--- config.mk ---
export PLATFORM = sky130hd
export DESIGN_NAME = reg_file_mp
export DESIGN_NICKNAME = d
export VERILOG_FILES = /design/src/rtl/mips_pkg.sv /design/src/rtl/reg_scoreboard.sv /design/src/rtl/reg_file_mp.sv
export SDC_FILE = /design/constraint.sdc
export NUM_CORES = 2
export LEC_CHECK = 0
export ABC_AREA = 1
export BUFFER_PORTS_ARGS = -buffer_cell sky130_fd_sc_hd__buf_2
export CAP_MARGIN = 0
export CELL_PAD_IN_SITES_DETAIL_PLACEMENT = 0
export CELL_PAD_IN_SITES_GLOBAL_PLACEMENT = 2
export CORE_UTILIZATION = 35
export CTS_CLUSTER_DIAMETER = 200
export DETAILED_ROUTE_END_ITERATION = 7
export PLACE_DENSITY = 0.84
export SLEW_MARGIN = 25
export SYNTH_ARGS = -nofsm -noshare
export SYNTH_HDL_FRONTEND = slang
export SYNTH_SLANG_ARGS = --single-unit
export TNS_END_PERCENT = 10
--- constraint.sdc ---
create_clock -name clock_i -period 118.7 [get_ports clock_i]
set_clock_uncertainty 0.2 [all_clocks]
set_input_delay 11.87 -clock clock_i [delete_from_list [all_inputs] [get_ports clock_i]]
set_output_delay 11.87 -clock clock_i [all_outputs]
set_load 0.01 [all_outputs]
--- src/rtl/mips_pkg.sv ---
// Shared constants for the MIPS datapath register file: default sizes,
// address-width derivation and writeback port indices.
package mips_pkg;

  localparam int DEF_DATA_W   = 32;
  localparam int DEF_NUM_REGS = 32;

  // Writeback ports, in ascending priority: the load/multi-cycle port wins.
  localparam int WB_ALU  = 0;
  localparam int WB_LOAD = 1;
  localparam int NUM_WB  = 2;

  function automatic int addr_width(input int num_regs);
    return (num_regs <= 2) ? 1 : $clog2(num_regs);
  endfunction

endpackage

--- src/rtl/reg_scoreboard.sv ---
// Per-register pending bits: set when a long-latency producer issues,
// cleared when its writeback lands. Issue beats a same-cycle writeback.
module reg_scoreboard
  import mips_pkg::*;
#(
  parameter int NUM_REGS = DEF_NUM_REGS,
  parameter int ADDR_W   = addr_width(NUM_REGS),
  parameter bit ZERO_REG = 1'b1
) (
  input  logic                clock_i,
  input  logic                reset_i,
  input  logic                issue_en_i,
  input  logic [ADDR_W-1:0]   issue_addr_i,
  input  logic [NUM_WB-1:0]   wr_en_i,
  input  logic [ADDR_W-1:0]   wr0_addr_i,
  input  logic [ADDR_W-1:0]   wr1_addr_i,
  output logic [NUM_REGS-1:0] pending_o,
  output logic                any_pending_o
);

  logic [NUM_REGS-1:0] pending_q;
  logic [NUM_REGS-1:0] pending_d;

  always_comb begin
    pending_d = pending_q;
    for (int r = 0; r < NUM_REGS; r++) begin
      logic set_r;
      logic clr_r;
      set_r = issue_en_i && (issue_addr_i == ADDR_W'(r)) && !(ZERO_REG && (r == 0));
      clr_r = (wr_en_i[WB_ALU]  && (wr0_addr_i == ADDR_W'(r))) ||
              (wr_en_i[WB_LOAD] && (wr1_addr_i == ADDR_W'(r)));
      pending_d[r] = set_r || (pending_q[r] && !clr_r);
    end
  end

  always_ff @(posedge clock_i or posedge reset_i) begin
    if (reset_i) begin
      pending_q <= '0;
    end else begin
      pending_q <= pending_d;
    end
  end

  assign pending_o     = pending_q;
  assign any_pending_o = |pending_q;

endmodule

--- src/rtl/reg_file_mp.sv ---
// Multi-port register file: NUM_RD combinational read ports, two prioritised
// writeback ports, optional write-to-read bypass and a pending scoreboard.
module reg_file_mp
  import mips_pkg::*;
#(
  parameter int DATA_W   = DEF_DATA_W,
  parameter int NUM_REGS = DEF_NUM_REGS,
  parameter int ADDR_W   = addr_width(NUM_REGS),
  parameter int NUM_RD   = 2,
  parameter bit BYPASS   = 1'b1,
  parameter bit ZERO_REG = 1'b1
) (
  input  logic                     clock_i,
  input  logic                     reset_i,
  input  logic [NUM_RD*ADDR_W-1:0] rd_addr_i,
  output logic [NUM_RD*DATA_W-1:0] rd_data_o,
  output logic [NUM_RD-1:0]        rd_pending_o,
  input  logic                     wr0_en_i,
  input  logic [ADDR_W-1:0]        wr0_addr_i,
  input  logic [DATA_W-1:0]        wr0_data_i,
  input  logic                     wr1_en_i,
  input  logic [ADDR_W-1:0]        wr1_addr_i,
  input  logic [DATA_W-1:0]        wr1_data_i,
  input  logic                     issue_en_i,
  input  logic [ADDR_W-1:0]        issue_addr_i,
  output logic                     any_pending_o
);

  logic [DATA_W-1:0]   reg_q [NUM_REGS];
  logic [DATA_W-1:0]   reg_d [NUM_REGS];
  logic [NUM_WB-1:0]   wr_ok;
  logic [ADDR_W-1:0]   wr_addr [NUM_WB];
  logic [DATA_W-1:0]   wr_data [NUM_WB];
  logic [NUM_REGS-1:0] pending;
  logic                any_pending;

  assign wr_addr[WB_ALU]  = wr0_addr_i;
  assign wr_addr[WB_LOAD] = wr1_addr_i;
  assign wr_data[WB_ALU]  = wr0_data_i;
  assign wr_data[WB_LOAD] = wr1_data_i;
  // Writes to a hardwired r0 are dropped here, so neither storage, bypass
  // nor the scoreboard ever sees them.
  assign wr_ok[WB_ALU]  = wr0_en_i && !(ZERO_REG && (wr0_addr_i == '0));
  assign wr_ok[WB_LOAD] = wr1_en_i && !(ZERO_REG && (wr1_addr_i == '0));

  always_comb begin
    for (int r = 0; r < NUM_REGS; r++) begin
      reg_d[r] = reg_q[r];
      for (int p = 0; p < NUM_WB; p++) begin
        if (wr_ok[p] && (wr_addr[p] == ADDR_W'(r))) reg_d[r] = wr_data[p];
      end
    end
  end

  always_ff @(posedge clock_i or posedge reset_i) begin
    if (reset_i) begin
      for (int r = 0; r < NUM_REGS; r++) reg_q[r] <= '0;
    end else begin
      for (int r = 0; r < NUM_REGS; r++) reg_q[r] <= reg_d[r];
    end
  end

  reg_scoreboard #(
    .NUM_REGS (NUM_REGS),
    .ADDR_W   (ADDR_W),
    .ZERO_REG (ZERO_REG)
  ) u_scoreboard (
    .clock_i       (clock_i),
    .reset_i       (reset_i),
    .issue_en_i    (issue_en_i),
    .issue_addr_i  (issue_addr_i),
    .wr_en_i       (wr_ok),
    .wr0_addr_i    (wr0_addr_i),
    .wr1_addr_i    (wr1_addr_i),
    .pending_o     (pending),
    .any_pending_o (any_pending)
  );

  assign any_pending_o = any_pending && !reset_i;

  for (genvar gi = 0; gi < NUM_RD; gi++) begin : g_rd
    logic [ADDR_W-1:0] addr;
    logic [DATA_W-1:0] data;
    logic              hit;

    assign addr = rd_addr_i[gi*ADDR_W +: ADDR_W];

    // Ascending port order lets the load port override the ALU port.
    always_comb begin
      data = reg_q[addr];
      hit  = 1'b0;
      for (int p = 0; p < NUM_WB; p++) begin
        if (wr_ok[p] && (wr_addr[p] == addr)) begin
          hit = 1'b1;
          if (BYPASS) data = wr_data[p];
        end
      end
      if (reset_i) data = '0;
    end

    assign rd_data_o[gi*DATA_W +: DATA_W] = data;
    assign rd_pending_o[gi] = !reset_i && pending[addr] && !(BYPASS && hit);
  end

endmodule
==> summary.md <==
| Metric | Value |
|---|---|
| Outcome | finished with violations |
| Failing checks | max-slew violations |
| Period utilisation layout | 0.244 |
| WS Path Type | in -> out |
| Final Util | 0.382 |
| Total power | 0.00129 W |
| Sequential area share after synthesis | 0.369 |
| CP Cell Sequence | buf_8, inv_8, buf_4, buf_4, buf_4, nand2_1, nand3_1, nand2_1, nand2_1, nand3_1, nand3_1, nand3_1, a21oi_1, buf_2 |
| Die Span Y | 454 um |
| Placed cell count | 12900 |
| Max Cap Viol | 0 |
| Tmin final | 28970 ps |
| Pre-CTS setup slack | 89960 ps |
| Clock sinks | 1056 |
| Top_reg_cell synth | dfrtp_1 |
| Slew HR | -0.00275 |
| Distinct cell type count after synthesis | 35 |
| Worst EP arrival | 16900 ps |
| Critical path capture point type | output pin |
| Initial Util | 0.353 |
| Overall routing resource usage | 0.351 |
| Die ar. | 0.206 mm^2 |
| Syn-to-layout area delta | 8.20% |
| Mapped Cells | 11100 |
| Post-CTS setup buffers | 0 |
| Sw Ratio | 0.363 |
| Root buf cell | clkbuf_16 |
| Initial DRC Count | 12300 |
| Sw power | 0.000468 W |
| Worst-Margin Slew | 1500 ps |
| Most frequent cell after synthesis | nand2_1 |
| IO buf count | 160 |
| Sequential power share | 0.411 |
| Setup WS post-layout | 89730 ps |
| Startpoint types | primary input |
| Hold Buf Count CTS | 0 |
| Via density per instance | 6.11 |
| Number of global-route vias before repair | 73100 |
| Clock Path Buffers | 3 |
| Post-synth top area share | 0.369 |
| Clk network pwr share | 0.334 |
| Crit path largest cell delay | 800 ps |
| Leakage power | 35.7 nW |
| Hold WC Path Type | reg -> reg |
| Nets@finish | 10500 |
| Drt pass-1 iters | 7 |
| Overflow after GRT | 0 |
| FFs w/ async S/R, synth | 1.00 |
| Ports | 161 |
| Pins Over Slew Limit | 14 |
| Worst vdd ir | 0.0142 mV |
| Post-CTS sizing | 0 |
| Cell mode on critical path | nand3_1 |
| Synth area leader | dfrtp_1 |
| Syn. warnings | 0 |
| Post-Syn Area | 0.0716 mm^2 |
| Finished Layout Cells | 13200 |
| # rows | 165 |
| Unrepaired setup endpoints after global routing | false |
| Layout cell share with drive strength beyond 1 | 0.0605 |
| First-pass GRT wire length | 534000 um |
| Mapped Nets | 11200 |
| Htree depth | 4 |
| Core Footprint | 0.203 mm^2 |
| GP Congestion | 1.01 |
| Power per Cell Area | 16.6 mW/mm^2 |
| Number of synthesized flops with an enable pin | 0 |
| Crit Path Max Fanout | 93 |
| FMAX | 34.5 MHz |
| CTS tree | done |
| Cell Int Power | 0.000820 W |
| CP Data Required Time | 106630 ps |
| Hpwl dp | 213000 um |
| Drt drc | 0 |
| Skew-Pair Late Insertion Delay | 800 ps |
| Routed Antenna Nets | 0 |
| WL final | 371000 um |
| Fin. Hold Viols | 0 |
| Initial antenna violation count | 32 |
| Synthesized flop and latch total | 1056 |
| Logic pwr share | 0.255 |
| Top post-synthesis cells by area | dfrtp_1 37%, nand2_1 21%, nand3_1 17% |
| Wire length per cell | 28.1 um |
| FILL cells | 21400 |
| Worst-path clk slew | 60 ps |
| Post-Syn Area per Cell | 6.43 um^2 |
| CTS Buf Count | 134 |
| Die width | 454 um |
| Commonest cells in the netlist | 3975 x nand2_1, 2486 x nand3_1, 1056 x dfrtp_1 |
| Vias | 80700 |
| Largest net degree at the start of global routing | 183 |
| Crit-path slowest cell | buf_4 |
| Final setup viols | 0 |
| Setup TNS | 0 ps |
[cell type report]
class	instances	area, um^2	share of cell area
Clock buffer	201	4100	0.0530
Timing Repair Buffer	326	2330	0.0300
Multi-Input combinational cell	8619	39700	0.513
Sequential cell	1056	26400	0.341
Inverter	275	1080	0.0140
Clock inverter	40	413	0.00533
Antenna cell	19	47.5	0.000614
Tap cell	2672	3340	0.0432
[worst max-delay path: cells and delay by family]
family | cells | cell delay (ps)
AO/OA/AOI/OAI | 1 | 710
AND/OR/NAND/NOR | 7 | 760
buffers and inverters | 6 | 3310
[stage by stage]
| stage | hold slack (ps) | cell area (um^2) |
|---|---|---|
| 3_5_place_dp | 188 | 72700 |
| 3_3_place_gp | 186 | 72700 |
| 6_report | 201 | 77500 |
| 5_1_grt | 210 | 77400 |
| 2_1_floorplan | 251 | 71600 |
| 4_1_cts | 201 | 77200 |
[kinds of logic (layout without fill, tap and decap cells)]
group | after synthesis | after routing | synth area share
xor gates and xnor gates | 14 | 14 | 0.00171
AOI/OAI and AO/OA | 1700 | 1700 | 0.138
buffers and inverters | 1466 | 842 | 0.0822
other | 0 | 19 | 0
and+or+nand+nor | 6905 | 6905 | 0.409
DFF | 1056 | 1056 | 0.369
[power groups by stage]
stage | sequential [W] | clock [W] | combinational, W
6_report | 0.000529 | 0.000431 | 0.000329
5_1_grt | 0.000540 | 0.000447 | 0.000367
4_1_cts | 0.000526 | 0.000434 | 0.000321
3_5_place_dp | 0.000531 | 0 | 0.000320
3_3_place_gp | 0.000529 | 0 | 0.000314
2_1_floorplan | 0.000513 | 0 | 0.000234
[cells in the final DEF, fill, tap and decap left out, types with 4 or more instances in the layout]
cell	synthesis	layout
nand2_1	3975	3959
nand3_1	2486	2459
dfrtp_1	1056	1056
o21ai_0	703	703
o211ai_1	480	480
nor2_1	403	403
a21oi_1	355	355
inv_1	256	250
buf_2	282	152
buf_4	6	151
clkbuf_16	0	139
a31oi_1	128	128
clkbuf_8	0	39
clkbuf_1	733	23
clkinv_2	0	20
diode_2	0	19
o22ai_1	18	18
nand3_2	2	15
nand3_4	0	14
o21ai_1	14	14
inv_2	13	13
nand2_2	1	10
nand4_1	10	10
inv_6	0	10
xor2_1	10	10
nand2_4	2	9
nand4_4	0	8
buf_12	0	7
nor2_4	2	6
bufinv_16	0	6
buf_6	1	6
buf_16	0	6
inv_8	0	5
nor3_4	2	4
clkinv_1	6	4
xnor2_1	4	4
clkinvlp_4	0	4
buf_8	0	4
[sequential cells by signal, indices dropped and copies added, names as in the netlist]
name                    count
reg_q                    1024
u_scoreboard.pending_o     32
[path summary, 6_finish.rpt]
| path | end | slack (ps) | start | depth (start not counted) |
|---|---|---|---|---|
| worst max-delay path | rd_data_o[13] | 89730 | rd_addr_i[0] | 14 |
| worst min-delay path | reg_q[1006]$_DFFE_PP0P_ | 200 | reg_q[1006]$_DFFE_PP0P_ | 0 |
| worst max register to register | reg_q[543]$_DFFE_PP0P_ | 117550 | reg_q[543]$_DFFE_PP0P_ | 4 |
| worst min register to register | reg_q[1006]$_DFFE_PP0P_ | 200 | reg_q[1006]$_DFFE_PP0P_ | 0 |
| max in group asynchronous | reg_q[152]$_DFFE_PP0P_ | 103730 | reset_i | 5 |
| min in group asynchronous | u_scoreboard.pending_o[25]$_DFF_PP0_ | 11040 | reset_i | 2 |
[routing by layer]
metal / track usage / share of wire / vias to the layer above
met5: 0 / 0.00017 / -
met4: 0.178 / 0.053 / 12
met3: 0.0916 / 0.12 / 938
met2: 0.515 / 0.42 / 5308
met1: 0.473 / 0.40 / 38700
li1: - / - / 35700
Power figures use the tool's default switching activity.
